===== src/rtl/sigmoid_inv_search_pkg.sv =====
// rtl/sigmoid_inv_search_pkg.sv - shared types, defaults and PWL sigmoid tables
package sigmoid_inv_search_pkg;

    typedef enum logic [1:0] {
        S_IDLE = 2'd0,
        S_EVAL = 2'd1,
        S_CMP  = 2'd2,
        S_DONE = 2'd3
    } state_t;

    localparam logic [15:0] X_MIN_DEF = 16'hF800;
    localparam logic [15:0] X_MAX_DEF = 16'h0800;
    localparam int          ITER_DEF  = 12;
    localparam logic [15:0] SAT_TH    = 16'h0101;

    // s(x) = bias + ((x - bp) * slope) >>> 8 on the segment starting at bp, clamped to 0..SAT_TH
    localparam int NSEG = 5;
    localparam logic signed [16:0] PWL_BP [NSEG] = '{-17'sd2048, -17'sd1024, -17'sd257, 17'sd256, 17'sd1024};
    localparam logic        [7:0]  PWL_SLOPE [NSEG] = '{8'd4, 8'd12, 8'd64, 8'd12, 8'd7};
    localparam logic        [15:0] PWL_BIAS  [NSEG] = '{16'd0, 16'd16, 16'd66, 16'd195, 16'd231};

endpackage


===== src/rtl/sigmoid_inv_search_pwl_core.sv =====
// rtl/sigmoid_inv_search_pwl_core.sv - registered Q8.8 piecewise-linear sigmoid evaluator
module sigmoid_pwl_core
    import sigmoid_inv_search_pkg::*;
(
    input  logic               clk,
    input  logic               rst_n,
    input  logic signed [16:0] x,
    output logic        [15:0] s_q
);

    localparam logic signed [25:0] SAT_26 = 26'sh101;

    logic signed [16:0] bp_sel;
    logic        [7:0]  slope_sel;
    logic        [15:0] bias_sel;
    logic signed [25:0] dx;
    logic signed [25:0] prod;
    logic signed [25:0] val;
    logic        [15:0] s_d;

    always_comb begin
        bp_sel    = PWL_BP[0];
        slope_sel = PWL_SLOPE[0];
        bias_sel  = PWL_BIAS[0];
        for (int i = 1; i < NSEG; i++) begin
            if (x >= PWL_BP[i]) begin
                bp_sel    = PWL_BP[i];
                slope_sel = PWL_SLOPE[i];
                bias_sel  = PWL_BIAS[i];
            end
        end
        dx   = {{9{x[16]}}, x} - {{9{bp_sel[16]}}, bp_sel};
        prod = dx * $signed({18'd0, slope_sel});
        val  = $signed({10'd0, bias_sel}) + (prod >>> 8);
        s_d  = val[15:0];
        if (val[25]) begin
            s_d = 16'h0000;
        end else if (val > SAT_26) begin
            s_d = SAT_TH;
        end
    end

    always_ff @(posedge clk or negedge rst_n) begin
        if (!rst_n) begin
            s_q <= 16'h0000;
        end else begin
            s_q <= s_d;
        end
    end

endmodule


===== src/rtl/sigmoid_inv_search.sv =====
// rtl/sigmoid_inv_search.sv - bisection search for the smallest x with s(x) >= target
module sigmoid_inv_search
    import sigmoid_inv_search_pkg::*;
#(
    parameter logic [15:0] X_MIN = X_MIN_DEF,
    parameter logic [15:0] X_MAX = X_MAX_DEF,
    parameter int          ITER  = ITER_DEF
) (
    input  logic        clk,
    input  logic        rst,
    input  logic        in_valid,
    output logic        in_ready,
    input  logic [15:0] y_in,
    output logic        out_valid,
    input  logic        out_ready,
    output logic [15:0] x_out,
    output logic        sat
);

    localparam int CNT_W = $clog2(ITER + 1);
    localparam logic signed [16:0] LO_INIT = {X_MIN[15], X_MIN};
    localparam logic signed [16:0] HI_INIT = {X_MAX[15], X_MAX};

    state_t state_q, state_d;

    logic signed [16:0] lo_q, lo_d, hi_q, hi_d;
    logic [CNT_W-1:0]   cnt_q, cnt_d;
    logic [15:0]        y_q, y_d;
    logic [15:0]        x_q, x_d;
    logic               sat_q, sat_d;

    logic signed [16:0] sum;
    logic signed [16:0] mid;
    logic [15:0]        s_mid;
    logic               hit;
    logic               last;
    logic               y_is_sat;

    // mid is held steady across EVAL and CMP, so the evaluator's registered output lines up with it in CMP
    assign sum      = lo_q + hi_q;
    assign mid      = sum >>> 1;
    assign hit      = (s_mid >= y_q);
    assign last     = (cnt_q == CNT_W'(ITER - 1));
    assign y_is_sat = (y_in == 16'h0000) || (y_in > SAT_TH);

    sigmoid_pwl_core u_pwl (
        .clk   (clk),
        .rst_n (rst),
        .x     (mid),
        .s_q   (s_mid)
    );

    always_ff @(posedge clk or negedge rst) begin
        if (!rst) begin
            state_q <= S_IDLE;
        end else begin
            state_q <= state_d;
        end
    end

    always_comb begin
        state_d = state_q;
        case (state_q)
            S_IDLE: if (in_valid) state_d = y_is_sat ? S_DONE : S_EVAL;
            S_EVAL: state_d = S_CMP;
            S_CMP:  state_d = last ? S_DONE : S_EVAL;
            S_DONE: if (out_ready) state_d = S_IDLE;
            default: state_d = S_IDLE;
        endcase
    end

    always_comb begin
        in_ready  = (state_q == S_IDLE);
        out_valid = (state_q == S_DONE);
    end

    always_comb begin
        lo_d  = lo_q;
        hi_d  = hi_q;
        cnt_d = cnt_q;
        y_d   = y_q;
        x_d   = x_q;
        sat_d = sat_q;
        case (state_q)
            S_IDLE: begin
                if (in_valid) begin
                    y_d = y_in;
                    if (y_in == 16'h0000) begin
                        x_d   = X_MIN;
                        sat_d = 1'b1;
                    end else if (y_in > SAT_TH) begin
                        x_d   = X_MAX;
                        sat_d = 1'b1;
                    end else begin
                        lo_d  = LO_INIT;
                        hi_d  = HI_INIT;
                        cnt_d = '0;
                        sat_d = 1'b0;
                    end
                end
            end
            S_CMP: begin
                if (hit) begin
                    hi_d = mid;
                end else begin
                    lo_d = mid;
                end
                cnt_d = cnt_q + CNT_W'(1);
                if (last) begin
                    x_d = hit ? mid[15:0] : hi_q[15:0];
                end
            end
            default: ;
        endcase
    end

    always_ff @(posedge clk or negedge rst) begin
        if (!rst) begin
            lo_q  <= '0;
            hi_q  <= '0;
            cnt_q <= '0;
            y_q   <= 16'h0000;
            x_q   <= 16'h0000;
            sat_q <= 1'b0;
        end else begin
            lo_q  <= lo_d;
            hi_q  <= hi_d;
            cnt_q <= cnt_d;
            y_q   <= y_d;
            x_q   <= x_d;
            sat_q <= sat_d;
        end
    end

    assign x_out = x_q;
    assign sat   = sat_q;

endmodule


===== config.mk =====
export PLATFORM = sky130hd
export DESIGN_NAME = sigmoid_inv_search
export DESIGN_NICKNAME = d
export VERILOG_FILES = /design/src/rtl/sigmoid_inv_search_pkg.sv /design/src/rtl/sigmoid_inv_search_pwl_core.sv /design/src/rtl/sigmoid_inv_search.sv
export SDC_FILE = /design/constraint.sdc
export NUM_CORES = 1
export LEC_CHECK = 0
export BUFFER_PORTS_ARGS = -buffer_cell sky130_fd_sc_hd__buf_2
export CORE_ASPECT_RATIO = 0.7
export CORE_UTILIZATION = 45
export CTS_CLUSTER_SIZE = 24
export DETAILED_ROUTE_END_ITERATION = 10
export PLACE_DENSITY = 0.68
export SETUP_SLACK_MARGIN = 0.1
export SLEW_MARGIN = 20
export SYNTH_ARGS = -nofsm -noshare
export SYNTH_HDL_FRONTEND = slang
export SYNTH_SLANG_ARGS = --single-unit

===== constraint.sdc =====
create_clock -name clk -period 27.8 [get_ports clk]
set_input_delay 2.78 -clock clk [delete_from_list [all_inputs] [get_ports clk]]
set_output_delay 2.78 -clock clk [all_outputs]
set_load 0.05 [all_outputs]

==> impl_metrics.json, run 1 <==
{
  "synth_seq_cells": 87,
  "synth_common_cells": "inv_1 (133), ha_1 (115), nand2_1 (106)",
  "cp_data_arrival_time_ns": 13.13,
  "synth_warnings": 0,
  "path_clk_slew_ns": 0.07,
  "grt_remaining_overflow": 0,
  "crit_path_start_kind": "register",
  "postSynthCellCount": 1107,
  "root_buffer": "clkbuf_16",
  "synth_area_mm2": 0.009555,
  "synthTopCellsByArea": "dfrtp_1 (23%), ha_1 (15%), fa_1 (12%)",
  "multi_input_area_mm2": 0.006756,
  "postLayoutCoreUtil": 0.4987,
  "fin_tns_setup_ns": 0,
  "area_growth_syn_to_layout_pct": 8.328,
  "synth_top_area_frac": 0.2278,
  "maxSlewViolCount": 0,
  "gp_congestion": 0.9197,
  "finalHoldViolCount": 0,
  "status": "complete, no violations",
  "diodes": 0,
  "yosysUniqueCellTypes": 78,
  "cts_hold_buf": 0,
  "wirelength_mm": 22.91,
  "layout-drive-gt1-share": 0.08246,
  "tightest_slew_ns": 1.065,
  "ff_latch_area_mm2": 0.002177,
  "port_buffers": 38,
  "setup_viol_count_final": 0,
  "ys_seq_area_frac": 0.2278,
  "dr_total_vias": 7911,
  "maxCapViolations": 0,
  "fin_crit_sh": 0.4640,
  "cp.required_ns": 28.03,
  "grt_usage": 0.2229,
  "dpl.hpwl_mm": 18.33,
  "placementRows": 44,
  "path_max_fanout": 10,
  "fin_worst_skew_ns": 0.008562,
  "cts_resized": 0,
  "async_flop_share": 1.000,
  "min_period_ns": 12.90,
  "firstDrtPassIters": 5,
  "drtIter0Drc": 815,
  "h-tree-depth": 3,
  "cts_buffer_depth": 2,
  "final_nets": 1328,
  "die-width_um": 176.2,
  "grt_pass1_vias": 7386,
  "synth_top_area_cell": "dfrtp_1",
  "crit_slowest_cell": "a21oi_1",
  "ant_nets": 0,
  "holdCritPathClass": "register to register",
  "die_area_mm2": 0.02183,
  "fillers": 1917,
  "die_y_um": 123.9,
  "synthFlopType": "dfrtp_1",
  "boundaryPins": 39,
  "grt_pass1_wl_mm": 38.49,
  "fin_hold_ws_ns": 0.4764,
  "crit_type": "register to register",
  "tritoncts": "done",
  "clock-sinks": 87,
  "cts-buffers-inserted": 9,
  "synth_edf_count": 0,
  "drc": 0,
  "grt_max_degree": 76,
  "postPlaceCellArea_mm2": 0.01002,
  "max_stage_delay_ns": 0.87,
  "max_slew_margin": 0.2898,
  "worstSkewPairLatency_ns": 0.35,
  "syn_avg_cell_area_um2": 8.632,
  "initial_core_util": 0.4604,
  "fmax_mhz": 77.52,
  "postCtsSetupRepairBufs": 0,
  "cp-end-kind": "register",
  "core_area_mm2": 0.02075,
  "detail_route.wl_per_cell_um": 16.18,
  "synth.most_common_cell": "inv_1",
  "final_area_mm2": 0.01035,
  "antenna_found_initial": 0,
  "rsz0062_at_grt": "false",
  "post_drt_via_cell_ratio": 5.587
}
[worst paths after layout]
check                      startpoint      endpoint  slack (ns)  depth (start not counted)
max                           hi_q[0]  u_pwl.s_q[0]       14.90                         49
min                          x_out[0]      x_out[0]        0.48                          2
max reg2reg                   hi_q[0]  u_pwl.s_q[0]       14.90                         49
min reg2reg                  x_out[0]      x_out[0]        0.48                          2
max in group asynchronous         rst       lo_q[6]       24.36                          2
min in group asynchronous         rst       y_q[13]        2.26                          1
[cell usage in the layout, fill, tap and decap left out, drive strengths merged, types with 9 or more instances in the layout]
cell | Yosys | layout
nor4 | 10 | 10
nand2b | 16 | 16
mux2i | 14 | 14
a21o | 28 | 28
a31oi | 9 | 9
nor2b | 14 | 14
o21ai | 65 | 65
clkbuf | 23 | 10
xor2 | 20 | 20
nor2 | 92 | 92
nand3 | 19 | 19
nand2 | 106 | 106
and2 | 10 | 10
xnor2 | 26 | 26
o22a | 9 | 9
buf | 9 | 44
and3 | 12 | 12
a21oi | 62 | 62
nor3 | 17 | 17
ha | 115 | 115
fa | 57 | 57
inv | 135 | 138
dfrtp | 87 | 87
a22o | 25 | 25
o21a | 10 | 10
or2 | 12 | 12
[worst max-delay path: cells and delay by family (launching register included)]
family	cells	cell delay, ns
compound gates	23	6.48
xor+xnor	1	0.48
fa+ha+maj	8	3.41
buf+inv	4	0.27
flops	1	0.42
simple gates	13	1.67
[cell families after synthesis]
| kind of cell | Yosys count | synth area share |
|---|---|---|
| muxes | 16 | 0.01702 |
| and+or+nand+nor | 346 | 0.1794 |
| other | 1 | 0.0003924 |
| AOI/OAI and AO/OA | 272 | 0.1950 |
| DFF | 87 | 0.2278 |
| adders and majority gates | 172 | 0.2700 |
| buffers and inverters | 167 | 0.06744 |
| xor gates and xnor gates | 46 | 0.04295 |
[state kept, by name, summed over array words and instances (netlist names)]
| name | count |
|---|---|
| sat | 1 |
| state_q | 2 |
| hi_q | 16 |
| x_out | 16 |
| lo_q | 16 |
| cnt_q | 4 |
| u_pwl.s_q | 16 |
| y_q | 16 |
[per-layer routing]
layer  global-route usage  vias to the layer above  wire length [um]
met5                    0                        -                 0
met4              0.04185                        0               217
met3              0.03663                       15              1442
met2               0.2948                      242              8469
met1               0.3678                     3770             12780
li1                     -                     3884                 -
[metrics by stage]
stage / cells / setup slack, ns
after floorplan: 1113 / 16.80
after global placement: 1401 / 15.54
after detailed placement: 1401 / 15.27
after CTS: 1416 / 15.21
after global routing: 1416 / 13.84
final: 1416 / 14.90
[layout make-up]
class | count | area share
multi-input combinational | 859 | 0.6527
timing repair buffer | 44 | 0.02297
sequential | 87 | 0.2103
clock buffer | 10 | 0.02309
tap | 276 | 0.03336
clock inverter | 5 | 0.008582
inverter | 135 | 0.04895
Power of run 1 is left out: the tool's default activity adds up to more than one toggle a clock period on the data nets, which glitch-free logic cannot reach.
==> inputs of run 2 (changes only) <==
- ABC_AREA: not set -> 1
- PLACE_DENSITY: 0.68 -> 0.71
- clock period: 27.8 -> 11.13 ns (I/O delays scaled with it)
==> run 2 against run 1 <==
  * Sequential cell count did not move
  * Routed wire length rose by 6.6%
  * First-iteration DRC count fell by 9.2%
  * Non-clock buffer count rose by 11
  * Cell count rose by 19%
  * Critical path depth rose by 15
  * Global-route usage rose by 0.32 points
  * Critical path type unchanged
  * Critical endpoint is now u_pwl.s_q[8]
==> impl_metrics.json, run 2 <==
{
  "status": "complete, no violations",
  "area_growth_syn_to_layout_pct": 10.54,
  "synth_warnings": 0,
  "synth_top_area_frac": 0.2216,
  "dr_total_vias": 8722,
  "post_drt_via_cell_ratio": 5.158,
  "grt_usage": 0.2261,
  "synth_edf_count": 0,
  "firstDrtPassIters": 5,
  "dp.cells": 1668,
  "critical_path.top_delay_family": "adder cells",
  "boundaryPins": 39,
  "wirelength_mm": 24.41,
  "final_cell_mix": "nand2_1 (311), inv_1 (251), nor2_1 (141), ha_1 (113), dfrtp_1 (87)",
  "detail_route.wl_per_cell_um": 14.44,
  "ys_seq_area_frac": 0.2216,
  "drc": 0,
  "min_period_ns": 10.40,
  "crit_top_cell": "nand2_1",
  "synth_seq_cells": 87,
  "antenna_found_initial": 0,
  "multi_input_area_mm2": 0.006726,
  "cp_data_arrival_time_ns": 10.64,
  "cts_hold_buf": 0,
  "clock-sinks": 87,
  "synth_top_area_cell": "dfrtp_1",
  "initial_core_util": 0.4660,
  "h-tree-depth": 3,
  "worstSkewPairLatency_ns": 0.35,
  "placementRows": 44,
  "drtIter0Drc": 740,
  "setup_viol_count_final": 0,
  "grt_remaining_overflow": 0,
  "crit_slowest_cell": "fa_1",
  "maxCapViolations": 0,
  "final_nets": 1602,
  "fin_worst_skew_ns": 0.01056,
  "core_area_mm2": 0.02109,
  "fin_crit_sh": 0.9345,
  "dpl.hpwl_mm": 20.07,
  "cts-buffers-inserted": 9,
  "gp_congestion": 0.9669,
  "synth.most_common_cell": "nand2_1",
  "maxSlewViolCount": 0,
  "grt_max_degree": 72,
  "finalHoldViolCount": 0,
  "synthFlopType": "dfrtp_1",
  "cp-end-kind": "register",
  "root_buffer": "clkbuf_16",
  "ff_latch_area_mm2": 0.002177,
  "synthTopCellsByArea": "dfrtp_1 (22%), ha_1 (15%), nand2_1 (12%)",
  "ant_nets": 0,
  "cts_buffer_depth": 2,
  "crit_type": "register to register",
  "final_common_cell": "nand2_1",
  "tightest_slew_ns": 1.052,
  "die_area_mm2": 0.02244,
  "synth_common_cells": "nand2_1 (317), inv_1 (252), nor2_1 (144)",
  "path_clk_slew_ns": 0.07,
  "yosysUniqueCellTypes": 53,
  "cp_num_buf_inv": 14,
  "fillers": 2026,
  "cp.required_ns": 11.37,
  "die_y_um": 125.6,
  "diodes": 0,
  "fin_cells": 1691,
  "tritoncts": "done",
  "port_buffers": 38,
  "crit_path_start_kind": "register",
  "async_flop_share": 1.000,
  "syn_avg_cell_area_um2": 7.257,
  "holdCritPathClass": "register to register",
  "fmax_mhz": 96.14,
  "max_slew_margin": 0.2978,
  "max_stage_delay_ns": 0.57,
  "postSynthCellCount": 1354,
  "synth_area_mm2": 0.009826,
  "r2r_slack_ns": 0.73,
  "grt_pass1_wl_mm": 40.57,
  "grt_pass1_vias": 8066,
  "layout-drive-gt1-share": 0.1194,
  "path_max_fanout": 7,
  "die-width_um": 178.6
}
==> run 2: cell count changes after synthesis, moves of 16 or more <==
cell	previous run	this run
nand3_1	19	49
a21o_1	28	2
nor2_1	92	144
nand2b_1	16	0
inv_1	133	252
nand2_2	0	17
a22o_1	25	1
nand2_1	106	317
==> run 2: cells by family after synthesis <==
group           share of synthesized area
fa+ha+maj                          0.2626
mux                              0.009169
buf+inv                            0.1085
flops                              0.2216
xor+xnor                          0.04113
other cells                     0.0003817
compound gates                    0.09754
simple gates                       0.2591
==> run 2: metal layers <==
layer,share of wire,GRT usage,vias up
met5,0,0,-
met3,0.069,0.03744,16
met4,0.0077,0.03340,0
met1,0.54,0.3700,4109
li1,-,-,4353
met2,0.39,0.3101,244
==> run 2: worst reg2reg max path, delay by kind of cell, from the launching register on <==
| family | cells | cell delay, ns |
|---|---|---|
| adder cells (fa/ha/maj) | 8 | 3.38 |
| AND/OR/NAND/NOR | 28 | 3.23 |
| AO/OA/AOI/OAI | 12 | 1.87 |
| flip-flops | 1 | 0.40 |
| XOR/XNOR | 2 | 0.38 |
| buffers and inverters | 14 | 1.02 |
==> run 2: path summary, 6_finish.rpt <==
kind / cells past startpoint / from / end
worst min-delay path: 2 / x_out[6] / x_out[6]
worst min register to register: 2 / x_out[6] / x_out[6]
max in group asynchronous: 2 / rst / hi_q[15]
min in group asynchronous: 1 / rst / x_out[7]
worst max register to register: 64 / hi_q[13] / u_pwl.s_q[8]
worst max-delay path: 64 / hi_q[13] / u_pwl.s_q[8]
==> run 2: timing repair <==
item / CTS / global route
hold endpoints to repair: 0 / 0
endpoints found under the setup margin: 0 / 9
buffers inserted: 0 / 7
gates resized for setup: 0 / 27
==> run 2: layout make-up <==
| type | instances | area share |
|---|---|---|
| Multi-Input combinational cell | 989 | 0.6193 |
| Tap cell | 276 | 0.03179 |
| Clock inverter | 6 | 0.004953 |
| Clock buffer | 10 | 0.02108 |
| Sequential cell | 87 | 0.2004 |
| Inverter | 268 | 0.09296 |
| Timing Repair Buffer | 55 | 0.02949 |
==> run 2: through the flow <==
stage | TNS [ns] | setup slack (ns) | area (um2) | hold slack, ns | util
2_1_floorplan | 0 | 1.478 | 9848 | 0.4530 | -
3_3_place_gp | 0 | 0.2941 | 10400 | 0.4578 | 0.4931
3_5_place_dp | 0 | 0.2459 | 10400 | 0.4670 | 0.4934
4_1_cts | 0 | 0.1726 | 10690 | 0.4829 | 0.5068
5_1_grt | -0.02177 | -0.01164 | 10860 | 0.5002 | 0.5151
6_report | 0 | 0.7288 | 10860 | 0.4788 | 0.5151
Power of run 2 is left out for the same reason.
